<file path="src/rtl/user_input_pkg.sv">
// Button indices, EV_* event codes and the index-to-event mapping shared by the user-event path.
// Index order doubles as arbitration priority (lowest index wins).
package user_input_pkg;

  localparam int unsigned BTN_NEW_GAME = 0;
  localparam int unsigned BTN_ROTATE   = 1;
  localparam int unsigned BTN_DOWN     = 2;
  localparam int unsigned BTN_LEFT     = 3;
  localparam int unsigned BTN_RIGHT    = 4;
  localparam int unsigned BTN_CNT      = 5;

  // Values mirror the EV_* definitions in defs.vh consumed by the game core.
  localparam logic [2:0] EV_NONE     = 3'd0;
  localparam logic [2:0] EV_LEFT     = 3'd1;
  localparam logic [2:0] EV_RIGHT    = 3'd2;
  localparam logic [2:0] EV_DOWN     = 3'd3;
  localparam logic [2:0] EV_ROTATE   = 3'd4;
  localparam logic [2:0] EV_NEW_GAME = 3'd5;

  function automatic logic [2:0] btn_to_ev(input int unsigned idx);
    case (idx)
      BTN_NEW_GAME: return EV_NEW_GAME;
      BTN_ROTATE:   return EV_ROTATE;
      BTN_DOWN:     return EV_DOWN;
      BTN_LEFT:     return EV_LEFT;
      BTN_RIGHT:    return EV_RIGHT;
      default:      return EV_NONE;
    endcase
  endfunction

endpackage

</file>
<file path="src/rtl/button_conditioner.sv">
// Synchronise, debounce and edge-detect one raw push-button into a single-cycle press pulse.
// With USER_EVENT_AUTO_REPEAT_EN defined, REPEAT_EN instances also pulse while the key is held.
module button_conditioner #(
  parameter int unsigned DEBOUNCE_CYCLES = 250000
`ifdef USER_EVENT_AUTO_REPEAT_EN
  ,
  parameter int unsigned REPEAT_DELAY    = 12500000,
  parameter int unsigned REPEAT_PERIOD   = 2500000,
  parameter bit          REPEAT_EN       = 1'b0
`endif
) (
  input  logic clk,
  input  logic rst,
  input  logic btn_i,
  output logic press_o
);

  localparam int unsigned CntW = $clog2(DEBOUNCE_CYCLES);

  logic [1:0]      sync_q, sync_d;
  logic [CntW-1:0] cnt_q, cnt_d;
  logic            level_q, level_d;
  logic            level_prev_q, level_prev_d;
  logic            synced;
  logic            rise;
  logic            rep_pulse;

  always_comb begin
    sync_d       = {sync_q[0], btn_i};
    synced       = sync_q[1];
    level_d      = level_q;
    cnt_d        = '0;
    level_prev_d = level_q;
    if (synced != level_q) begin
      if (cnt_q == CntW'(DEBOUNCE_CYCLES - 1)) begin
        level_d = ~level_q;
      end else begin
        cnt_d = cnt_q + 1'b1;
      end
    end
    rise = level_q & ~level_prev_q;
  end

  always_ff @(posedge clk or posedge rst) begin
    if (rst) begin
      sync_q       <= '0;
      cnt_q        <= '0;
      level_q      <= 1'b0;
      level_prev_q <= 1'b0;
    end else begin
      sync_q       <= sync_d;
      cnt_q        <= cnt_d;
      level_q      <= level_d;
      level_prev_q <= level_prev_d;
    end
  end

`ifdef USER_EVENT_AUTO_REPEAT_EN
  localparam int unsigned RepW = $clog2(REPEAT_DELAY + 1);

  logic [RepW-1:0] rep_cnt_q, rep_cnt_d;

  // Counter is 0 in the press-pulse cycle; after a repeat it reloads so the next hit is
  // exactly REPEAT_PERIOD cycles later.
  always_comb begin
    rep_pulse = 1'b0;
    rep_cnt_d = rep_cnt_q;
    if (!REPEAT_EN || !level_q) begin
      rep_cnt_d = '0;
    end else if (rep_cnt_q == RepW'(REPEAT_DELAY)) begin
      rep_pulse = 1'b1;
      rep_cnt_d = RepW'(REPEAT_DELAY - REPEAT_PERIOD + 1);
    end else begin
      rep_cnt_d = rep_cnt_q + 1'b1;
    end
  end

  always_ff @(posedge clk or posedge rst) begin
    if (rst) begin
      rep_cnt_q <= '0;
    end else begin
      rep_cnt_q <= rep_cnt_d;
    end
  end
`else
  assign rep_pulse = 1'b0;
`endif

  assign press_o = rise | rep_pulse;

endmodule

</file>
<file path="src/rtl/user_event_queue.sv">
// Conditions five buttons, arbitrates pending presses and buffers EV_* codes in a show-ahead FIFO.
// Optional auto-repeat for left/right/down is enabled by defining USER_EVENT_AUTO_REPEAT_EN.
module user_event_queue
  import user_input_pkg::*;
#(
  parameter int unsigned DEBOUNCE_CYCLES = 250000,
  parameter int unsigned FIFO_DEPTH      = 4,
  parameter int unsigned REPEAT_DELAY    = 12500000,
  parameter int unsigned REPEAT_PERIOD   = 2500000
) (
  input  logic       clk,
  input  logic       rst,
  input  logic       btn_left_i,
  input  logic       btn_right_i,
  input  logic       btn_down_i,
  input  logic       btn_rotate_i,
  input  logic       btn_new_game_i,
  output logic [2:0] user_event_o,
  output logic       user_event_ready_o,
  input  logic       user_event_rd_req_i,
  output logic       overflow_o
);

  localparam int unsigned PtrW = $clog2(FIFO_DEPTH);

  logic [BTN_CNT-1:0] btn_raw;
  logic [BTN_CNT-1:0] press;
  logic [BTN_CNT-1:0] pending_q, pending_d;
  logic [BTN_CNT-1:0] grant;
  int unsigned        grant_idx;

  logic [2:0]      mem_q [FIFO_DEPTH];
  logic [2:0]      mem_d [FIFO_DEPTH];
  logic [PtrW-1:0] wr_ptr_q, wr_ptr_d;
  logic [PtrW-1:0] rd_ptr_q, rd_ptr_d;
  logic [PtrW:0]   count_q, count_d;
  logic            overflow_q, overflow_d;
  logic            full, push_req, push_ok, pop;

  assign btn_raw[BTN_NEW_GAME] = btn_new_game_i;
  assign btn_raw[BTN_ROTATE]   = btn_rotate_i;
  assign btn_raw[BTN_DOWN]     = btn_down_i;
  assign btn_raw[BTN_LEFT]     = btn_left_i;
  assign btn_raw[BTN_RIGHT]    = btn_right_i;

  for (genvar i = 0; i < BTN_CNT; i++) begin : g_btn
    button_conditioner #(
      .DEBOUNCE_CYCLES(DEBOUNCE_CYCLES)
`ifdef USER_EVENT_AUTO_REPEAT_EN
      ,
      .REPEAT_DELAY   (REPEAT_DELAY),
      .REPEAT_PERIOD  (REPEAT_PERIOD),
      .REPEAT_EN      ((i == BTN_LEFT) || (i == BTN_RIGHT) || (i == BTN_DOWN))
`endif
    ) u_cond (
      .clk    (clk),
      .rst    (rst),
      .btn_i  (btn_raw[i]),
      .press_o(press[i])
    );
  end

  // Lowest index wins: scan downwards so the last hit is the highest priority.
  always_comb begin
    grant     = '0;
    grant_idx = 0;
    for (int i = BTN_CNT - 1; i >= 0; i--) begin
      if (pending_q[i]) begin
        grant     = '0;
        grant[i]  = 1'b1;
        grant_idx = unsigned'(i);
      end
    end
  end

  always_comb begin
    full     = (count_q == (PtrW + 1)'(FIFO_DEPTH));
    push_req = |pending_q;
    pop      = user_event_rd_req_i && (count_q != '0);
    push_ok  = push_req && (!full || pop);

    // A granted bit is always cleared, even when the FIFO drops the event.
    pending_d = (pending_q & ~grant) | press;

    mem_d    = mem_q;
    wr_ptr_d = wr_ptr_q;
    rd_ptr_d = rd_ptr_q;
    count_d  = count_q;
    if (push_ok) begin
      mem_d[wr_ptr_q] = btn_to_ev(grant_idx);
      wr_ptr_d        = wr_ptr_q + 1'b1;
    end
    if (pop) begin
      rd_ptr_d = rd_ptr_q + 1'b1;
    end
    if (push_ok && !pop) begin
      count_d = count_q + 1'b1;
    end else if (pop && !push_ok) begin
      count_d = count_q - 1'b1;
    end

    overflow_d = overflow_q;
    if (push_req && !push_ok) begin
      overflow_d = 1'b1;
    end else if (push_ok && grant[BTN_NEW_GAME]) begin
      overflow_d = 1'b0;
    end
  end

  always_ff @(posedge clk or posedge rst) begin
    if (rst) begin
      pending_q  <= '0;
      wr_ptr_q   <= '0;
      rd_ptr_q   <= '0;
      count_q    <= '0;
      overflow_q <= 1'b0;
      for (int i = 0; i < FIFO_DEPTH; i++) begin
        mem_q[i] <= '0;
      end
    end else begin
      pending_q  <= pending_d;
      wr_ptr_q   <= wr_ptr_d;
      rd_ptr_q   <= rd_ptr_d;
      count_q    <= count_d;
      overflow_q <= overflow_d;
      mem_q      <= mem_d;
    end
  end

  assign user_event_ready_o = (count_q != '0);
  assign user_event_o       = user_event_ready_o ? mem_q[rd_ptr_q] : 3'd0;
  assign overflow_o         = overflow_q;

endmodule

</file>
<file path="config.mk">
export PLATFORM = sky130hd
export DESIGN_NAME = user_event_queue
export DESIGN_NICKNAME = d
export VERILOG_FILES = /design/src/rtl/user_input_pkg.sv /design/src/rtl/button_conditioner.sv /design/src/rtl/user_event_queue.sv
export SDC_FILE = /design/constraint.sdc
export NUM_CORES = 1
export LEC_CHECK = 0
export CAP_MARGIN = 15
export CELL_PAD_IN_SITES_DETAIL_PLACEMENT = 1
export CELL_PAD_IN_SITES_GLOBAL_PLACEMENT = 2
export CORE_AREA = 10 10 121 167
export DETAILED_ROUTE_END_ITERATION = 12
export DIE_AREA = 0 0 131 177
export GPL_TIMING_DRIVEN = 0
export PLACE_DENSITY_LB_ADDON = 0.1
export SLEW_MARGIN = 30
export SYNTH_ARGS = -nofsm -noshare
export SYNTH_HDL_FRONTEND = slang
export SYNTH_SLANG_ARGS = --single-unit
</file>
<file path="constraint.sdc">
create_clock -name clk -period 4.25 [get_ports clk]
set_input_delay 0.425 -clock clk [delete_from_list [all_inputs] [get_ports clk]]
set_output_delay 0.425 -clock clk [all_outputs]
set_load 0.03 [all_outputs]
</file>
==> metrics.yaml <==
area_delta_synth_final_pct: 15.8
p_per_area_mw_per_mm2: 379
placed_area_mm2: 0.00684
die_x_um: 131
die-area_mm2: 0.0232
path_buf_inv: 2
yosys.area.top_type: "dfrtp_1"
clk_pin_slew_worst_paths_ps: 60
min_path_type: "register to register"
synthDistinctLibCells: 40
row_count: 57
min_from: "g_btn[3].u_cond.sync_q[0]"
final_cell_area_mm2: 0.00740
synth_nets: 616
cts_inserted_buffers: 17
slew_headroom_pct: 58.7
viasPerCell: 5.09
synth.most_common_cell: "dfrtp_1"
antenna_found_initial: 0
critPathLaunch: "rd_ptr_q[0]"
async_flop_share_pct: 100
portBuffers: 12
rsz0062_at_grt: "false"
final.period_utilization_pct: 65.3
fin_cells: 876
reg2reg_from: "count_q[0]"
r2r_cells: 8
synthCells: 597
h-tree-depth: 4
tns_ps: 0
place_ws_ps: 1090
multi_input_area_mm2: 0.00283
status: "complete, no violations"
ir_worst_vdd_v: 0.000231
synth_top_area_share_pct: 52.9
synthTopCellsByArea: "dfrtp_1 (53%), xnor2_1 (9.2%), nor2_1 (5.8%), nor4_1 (3.4%), mux2_2 (2.6%)"
cts_root_buffer: "clkbuf_16"
final_antenna_net_count: 0
synth-main-ff-cell: "dfrtp_1"
arrival_ps: 2350
required_ps: 3830
grt_pass1_wl_um: 24100
total_leakage_power_nw: 3.05
drive_above_1_share_pct: 12.3
finalHoldWorstSlack_ps: 348
ys_top_cells_by_count: "dfrtp_1 (135), nor2_1 (99), xnor2_1 (67)"
gp_congestion: 0.738
worst_slack_ps: 1470
drtIter0Drc: 142
cts_hold_buf: 0
criticalPathCategory: "register to primary output"
ys_seq_elements: 135
wl_per_cell_um: 15.4
ctsResizeCount: 0
antenna_cells: 0
final.min_clock_period_ps: 2780
start_util_pct: 37.2
layout.nets: 648
max_cap_violations: 0
drt_wl_total_um: 13500
holdPathStages: 0
synth_edf_count: 0
setup_viol: 0
holdPathEnd: "g_btn[3].u_cond.sync_q[1]"
r2r_slack_ps: 1550
crit_slowest_cell: "clkdlybuf4s50_1"
worst_pin_slew_ps: 618
dp_cells: 846
die_y_um: 177
cts_tree: "built"
drv_slew: 0
overflow: 0
syn_area_mm2: 0.00639
clk_latency_ps: 420
crit_path_start_kind: "register"
drc: 0
hold_viol: 0
utilization_pct: 43.1
post_cts_buffers: 0
fillers: 1885
dp_hpwl_um: 9290
cp_max_fo: 5
fmax_ghz: 0.360
power_mw: 2.81
reg2reg_to: "count_q[1]"
io_pins: 13
grt_pass1_vias: 4903
firstDrtPassIters: 4
cts_sinks: 135
cp.depth: 4
clock_skew_ps: 6.93
clock_path_buffers: 2
final-seq-area_mm2: 0.00338
end_kind: "primary output"
max_stage_delay_ps: 590
grt.total_usage_pct: 13.0
cp_top_family: "buffers and inverters"
yosys_warnings: 0
avgSynthCellArea_um2: 10.7
synth-seq-area-share_pct: 52.9
path_cells: "clkbuf_1, mux4_2, and2_1, clkdlybuf4s50_1"
vias: 4456
core-area_mm2: 0.0172
grt_max_degree: 71
[where the power goes]
group	internal [mW]	total (mW)	leakage, nW	switching, mW
combinational	0.0264	0.0803	0.919	0.0539
sequential	1.30	1.32	1.85	0.0147
clock	0.877	1.41	0.284	0.533
[cell type report]
type                    count  area share [%]
clock buffers              19            6.12
multi-input cells         419            38.3
inverters                  31            1.67
well taps                 236            3.99
flip-flops and latches    135            45.7
repair buffers             13            2.00
plain buffers              12           0.845
clock inverters            11            1.45
[state kept, by name, indices dropped and copies added (netlist names)]
name	count
mem_q	12
g_btn.u_cond.cnt_q	90
rd_ptr_q	2
overflow_o	1
wr_ptr_q	2
count_q	3
g_btn.u_cond.sync_q	10
g_btn.u_cond.level_prev_q	5
g_btn.u_cond.level_prev_d	5
pending_q	5
[worst reg2reg max path, delay by kind of cell (launching register included)]
kind	cells	cell delay, ps
fa+ha+maj	2	650
buf+inv	3	400
mux	1	270
compound gates	1	170
flops	1	440
simple gates	1	650
[kinds of logic (layout without fill, tap and decap cells)]
kind of cell	count (synthesis)	after routing	synth area share (%)
mux	18	18	3.70
simple gates	266	266	21.9
compound gates	42	42	5.25
buf+inv	43	86	2.80
flops	135	135	52.9
xor+xnor	82	82	11.2
fa+ha+maj	11	11	2.27
[cells in the final DEF (no fill, tap or decap), drive strengths merged]
master           n
bufinv           2
nor2            99
or4b             1
o41ai            3
dfrtp          135
nand3           29
inv             31
nand4           23
nand2b           1
mux4             3
and2             3
clkbuf          24
nor4            35
fa               1
o21ai           21
a21oi           10
clkinvlp         1
buf              8
o211ai           4
nor2b            4
xor2            15
or4              8
nand2           28
nand3b           2
o31ai            3
and4bb           1
or3             10
clkdlybuf4s50   12
nor4b            1
ha              10
nor3            18
mux2            15
and4             1
clkinv           8
o22ai            1
or2              2
xnor2           67
[layer usage]
| layer | share of wire [%] | global-route usage (%) | vias up |
|---|---|---|---|
| li1 | - | - | 2128 |
| met1 | 43 | 14.6 | 2277 |
| met2 | 53 | 22.5 | 38 |
| met3 | 2.5 | 3.12 | 13 |
| met4 | 1.5 | 5.53 | 0 |
| met5 | 0 | 0 | - |
[worst max path at each step]
stage               slack, ps               to
finish                   1470  user_event_o[2]
CTS                      1400  user_event_o[1]
detailed placement       1090       count_q[1]
global placement        -1750      rd_ptr_q[0]
global route             1290  user_event_o[1]
floorplan                 210       count_q[0]
Power figures use the tool's default switching activity.
